**config.mk**
```make
export PLATFORM = sky130hd
export DESIGN_NAME = wb_arbiter2
export DESIGN_NICKNAME = d
export VERILOG_FILES = /design/src/rtl/wb_arbiter2.sv
export SDC_FILE = /design/constraint.sdc
export NUM_CORES = 1
export LEC_CHECK = 0
export ABC_CLOCK_PERIOD_IN_PS = 6000
export BUFFER_PORTS_ARGS = -buffer_cell sky130_fd_sc_hd__buf_4
export CAP_MARGIN = 20
export CORE_AREA = 2 2 126 128
export DETAILED_ROUTE_END_ITERATION = 12
export DIE_AREA = 0 0 128 130
export GPL_ROUTABILITY_DRIVEN = 0
export GPL_TIMING_DRIVEN = 1
export PLACE_DENSITY = 0.5
export SETUP_SLACK_MARGIN = 0.15
export SYNTH_ARGS = -nofsm -noshare
export SYNTH_HDL_FRONTEND = slang
export SYNTH_SLANG_ARGS = --single-unit
```
**constraint.sdc**
```tcl
create_clock -name clk -period 6 [get_ports clk]
set_clock_uncertainty 0.2 [all_clocks]
set_input_delay 0.3 -clock clk [delete_from_list [all_inputs] [get_ports clk]]
set_output_delay 0.3 -clock clk [all_outputs]
set_load 0.03 [all_outputs]
```
**src/rtl/wb_arbiter2.sv**
```systemverilog
// Two-master Wishbone arbiter: round-robin grant held until the slave terminates,
// the granted master drops cyc, or the bus watchdog expires.
module wb_arbiter2 #(
  parameter int unsigned TIMEOUT_CYCLES = 255
) (
  input  logic        clk,
  input  logic        rst,
  input  logic [31:0] m0_adr_i,
  input  logic [31:0] m0_dat_i,
  input  logic        m0_we_i,
  input  logic [3:0]  m0_sel_i,
  input  logic        m0_stb_i,
  input  logic        m0_cyc_i,
  output logic [31:0] m0_dat_o,
  output logic        m0_ack_o,
  output logic        m0_err_o,
  output logic        m0_rty_o,
  input  logic [31:0] m1_adr_i,
  input  logic [31:0] m1_dat_i,
  input  logic        m1_we_i,
  input  logic [3:0]  m1_sel_i,
  input  logic        m1_stb_i,
  input  logic        m1_cyc_i,
  output logic [31:0] m1_dat_o,
  output logic        m1_ack_o,
  output logic        m1_err_o,
  output logic        m1_rty_o,
  output logic [31:0] wb_adr_o,
  output logic [31:0] wb_dat_o,
  output logic        wb_we_o,
  output logic [3:0]  wb_sel_o,
  output logic        wb_stb_o,
  output logic        wb_cyc_o,
  input  logic [31:0] wb_dat_i,
  input  logic        wb_ack_i,
  input  logic        wb_err_i,
  input  logic        wb_rty_i,
  output logic [1:0]  grant_o,
  output logic        timeout_o
);

  localparam logic [0:0]  ST_IDLE   = 1'b0;
  localparam logic [0:0]  ST_BUSY   = 1'b1;
  localparam logic [15:0] TMO_LIMIT = TIMEOUT_CYCLES[15:0];
  localparam bit          TMO_EN    = (TIMEOUT_CYCLES != 0);

  logic [0:0]  r_state;
  logic [1:0]  r_grant;
  logic        r_last;
  logic [15:0] r_cnt;

  logic w_busy;
  logic w_req0;
  logic w_req1;
  logic w_sel1;
  logic w_gcyc;
  logic w_gstb;
  logic w_term;
  logic w_tmo;
  logic w_win1;

  assign w_busy = (r_state == ST_BUSY);
  assign w_req0 = m0_cyc_i & m0_stb_i;
  assign w_req1 = m1_cyc_i & m1_stb_i;
  assign w_sel1 = r_grant[1];
  assign w_gcyc = w_sel1 ? m1_cyc_i : m0_cyc_i;
  assign w_gstb = w_sel1 ? m1_stb_i : m0_stb_i;
  assign w_term = w_busy & (wb_ack_i | wb_err_i | wb_rty_i);

  // A slave termination in the expiry cycle takes precedence over the watchdog.
  assign w_tmo  = TMO_EN && w_busy && !w_term && (r_cnt == TMO_LIMIT);

  // On a tie the master that was not served last wins.
  assign w_win1 = w_req1 & (~w_req0 | ~r_last);

  always_ff @(posedge clk or negedge rst) begin
    if (!rst) begin
      r_state <= ST_IDLE;
      r_grant <= 2'b00;
      r_last  <= 1'b1;
      r_cnt   <= '0;
    end else if (!w_busy) begin
      if (w_req0 | w_req1) begin
        r_state <= ST_BUSY;
        r_grant <= w_win1 ? 2'b10 : 2'b01;
        r_cnt   <= '0;
      end
    end else begin
      if (w_term | w_tmo) begin
        r_state <= ST_IDLE;
        r_grant <= 2'b00;
        r_last  <= w_sel1;
      end else if (!w_gcyc) begin
        r_state <= ST_IDLE;
        r_grant <= 2'b00;
      end else if (r_cnt != 16'hFFFF) begin
        r_cnt   <= r_cnt + 16'd1;
      end
    end
  end

  // Slave-side request is a pure mux of the owner; forced idle outside BUSY.
  assign wb_adr_o  = w_busy ? (w_sel1 ? m1_adr_i : m0_adr_i) : 32'd0;
  assign wb_dat_o  = w_busy ? (w_sel1 ? m1_dat_i : m0_dat_i) : 32'd0;
  assign wb_we_o   = w_busy & (w_sel1 ? m1_we_i : m0_we_i);
  assign wb_sel_o  = w_busy ? (w_sel1 ? m1_sel_i : m0_sel_i) : 4'd0;
  assign wb_cyc_o  = w_busy & w_gcyc & w_gstb & ~w_tmo;
  assign wb_stb_o  = w_busy & w_gcyc & w_gstb & ~w_tmo;

  assign m0_ack_o  = r_grant[0] & wb_ack_i;
  assign m0_err_o  = r_grant[0] & (wb_err_i | w_tmo);
  assign m0_rty_o  = r_grant[0] & wb_rty_i;
  assign m1_ack_o  = r_grant[1] & wb_ack_i;
  assign m1_err_o  = r_grant[1] & (wb_err_i | w_tmo);
  assign m1_rty_o  = r_grant[1] & wb_rty_i;

  assign m0_dat_o  = wb_dat_i;
  assign m1_dat_o  = wb_dat_i;
  assign grant_o   = r_grant;
  assign timeout_o = w_tmo;

endmodule

```
==> flow_summary.toml <==
[power_and_ir_drop]
clkPwrFrac = 0.215
netSwitchingPower_uw = 341
power-per-cell-area_mw_per_mm2 = 194
power.share.sequential = 0.222
peakVddDrop_mv = 0.0845
pwr-share-comb = 0.563
p_leak_uw = 0.00210
p_sw_frac = 0.402
p_int_uw = 507

[clocking]
postCtsSetupBuffers = 0
clk_pin_slew_ns = 0.06
cts_tree = "yes"
cts.repair.resized = 0
clkLatencyLatePin_ns = 0.25
cts_made_buffers = 3
cts_root_buf = "clkbuf_16"
cts_sinks = 20
cts_buffer_depth = 2
ctsHtreeMaxLevel = 1
postCtsHoldBufs = 1

[final_layout]
areaGrowthSynthToFinish_pct = 48.0
utilization = 0.284
fin_nets = 684
diodes = 0
drive_gt1_frac = 0.487

[synth]
yosysTopAreaCellShare = 0.243
async_flop_share = 1.00
syn_nets = 539
synthesis.area_sq_mm = 0.00296
synth_area_leaders = "mux2i_1 (24%), buf_4 (17%), dfrtp_1 (16%)"
synth_top_flop_cell = "dfrtp_1"
synth.avg_cell_area_sq_um = 8.25
yosys_warnings = 0
netlist_instances = 359
yosys_register_bits = 20
yosysTopAreaCell = "mux2i_1"
seq_area_frac_synth = 0.169
synth_cell_types = 44
synth_edf_count = 0

[route]
wl_per_cell_um = 17.8
drc = 0
drt_wl_total_um = 12400
vias_per_cell = 4.39
drt_iter0_drc = 157
vias = 3054
drt_pre_antenna_iters = 4
ant_nets = 0

[floorplanning]
start_util = 0.192
die_w_um = 128
die_y_um = 130
die-area_sq_mm = 0.0166
row_count = 46
core_area_sq_mm = 0.0154
ios = 323

[setup_path]
cp_max_fo = 35
start_kind = "flop"
cpMaxStageDelayCell = "dfrtp_4"
crit_path_end_kind = "flop"
setup.worst_path.class = "flop to flop"
crit_chain = "mux2i_1, nor3b_1, o21a_1, o21a_1, mux2_4"
required_ns = 5.94
reg2regPathDepth = 5
max_stage_delay_ns = 0.80
timing.critical_path.mode_cell = "o21a_1"
crit_arrival_ns = 3.07

[global_routing]
antenna_found_initial = 0
grt_first_pass_wirelength_um = 16900
grt_max_degree = 94
grt_overflow = 0
grtUsageTotal = 0.131
grt_pass1_vias = 2882

[sta]
min_period_ns = 3.13
fin_crit_sh = 0.522
maxSlewViolCount = 0
maxSlewHeadroom = 0.501
finalSetupTns_ns = 0
max_clock_freq_ghz = 0.319
finalSetupViolCount = 0
finalHoldViolations = 0
rsz0062_at_grt = "false"
worstMarginPinSlew_ns = 0.749

[run_status]
outcome = "completed"

[worst_hold_path]
hold_class = "input pin to flop"
hold_depth = 3

[run]
drv_cap = 0

[placement]
io_buffers = 226
dp_hpwl_um = 10100
worst max-delay path, delay by kind of cell, from the launching register on:
kind / cells / cell delay [ns]
DFF: 1 / 0.80
muxes: 2 / 0.52
AOI/OAI and AO/OA: 2 / 1.14
and+or+nand+nor: 1 / 0.35
cells in the mapped netlist, types with 2 or more instances:
library cell / count
a21oi_1: 6
a31oi_1: 20
a41oi_1: 2
and2_1: 4
and3_2: 2
buf_2: 5
buf_4: 66
buf_6: 2
clkbuf_1: 11
clkbuf_8: 3
dfrtp_1: 19
inv_1: 3
mux2i_1: 72
nand2_1: 16
nand2b_1: 2
nand3_1: 5
nand4_1: 6
nor2_1: 5
nor2b_1: 70
nor3_1: 7
o21a_1: 4
o21ai_0: 6
or2b_2: 2
kinds of logic after synthesis:
family,share of synthesized area
AOI/OAI and AO/OA,0.0900
adders and majority gates,0.00422
buffers and inverters,0.223
DFF,0.169
muxes,0.252
and+or+nand+nor,0.261
layout by cell type, fill, tap and decap left out, types with 2 or more instances in the layout:
master / Yosys / layout
clkbuf_16: 0 / 3
o21a_1: 4 / 4
dfrtp_1: 19 / 17
nand2_1: 16 / 16
nand3_1: 5 / 5
or2b_2: 2 / 2
nor2b_1: 70 / 70
a41oi_1: 2 / 2
a31oi_1: 20 / 20
and2_1: 4 / 4
and3_2: 2 / 2
inv_1: 3 / 3
buf_4: 66 / 228
nand4_1: 6 / 6
nand2b_1: 2 / 2
o21ai_0: 6 / 6
nor2_1: 5 / 5
nor3_1: 7 / 7
a21oi_1: 6 / 6
mux2i_1: 72 / 72
through the flow:
step / hold slack (ns) / instance area (sq um) / worst slack [ns] / total power (uW) / instances
finish: 0.155 / 4380 / 2.87 / 848 / 695
global route: 0.181 / 4380 / 2.67 / 898 / 695
CTS: 0.152 / 4380 / 2.83 / 860 / 695
detailed placement: -0.000289 / 4270 / 2.84 / 673 / 690
global placement: -0.00643 / 4270 / 2.96 / 667 / 690
floorplan: -0.196 / 2960 / 3.30 / 551 / 359
path summary, 6_finish.rpt:
check	start	endpoint	slack, ns
setup reg to reg	grant_o[1]	r_cnt[0]	2.87
hold reg to reg	r_cnt[14]	r_cnt[14]	0.31
max in group asynchronous	rst	r_last	5.05
setup / recovery	grant_o[1]	r_cnt[0]	2.87
min in group asynchronous	rst	r_cnt[0]	0.27
hold / removal	m0_stb_i	grant_o[0]	0.15
area by class of cell:
class	count	area [sq um]
fillers	1714	11000
multi-input cells	247	1800
repair buffers	229	1720
flip-flops and latches	20	507
well taps	192	240
clock buffers	3	75.1
clock inverters	1	30.0
inverters	3	11.3
layer usage:
metal	part of all wire	routed length, um	track usage
met1	0.42	5230	0.173
met4	0.0060	74	0.0181
met2	0.47	5810	0.212
met3	0.10	1250	0.0431
met5	0	0	0
sequential cells by signal (all words and copies together) (netlist names):
register / count
grant_o: 2
r_state: 1
r_cnt: 16
r_last: 1
power by group through the flow:
stage	sequential [uW]	clock (uW)	combinational [uW]
global placement	189	0	478
detailed placement	191	0	482
global route	194	193	511
CTS	189	186	485
finish	188	182	478
floorplan	172	0	379
Power figures use the tool's default switching activity.
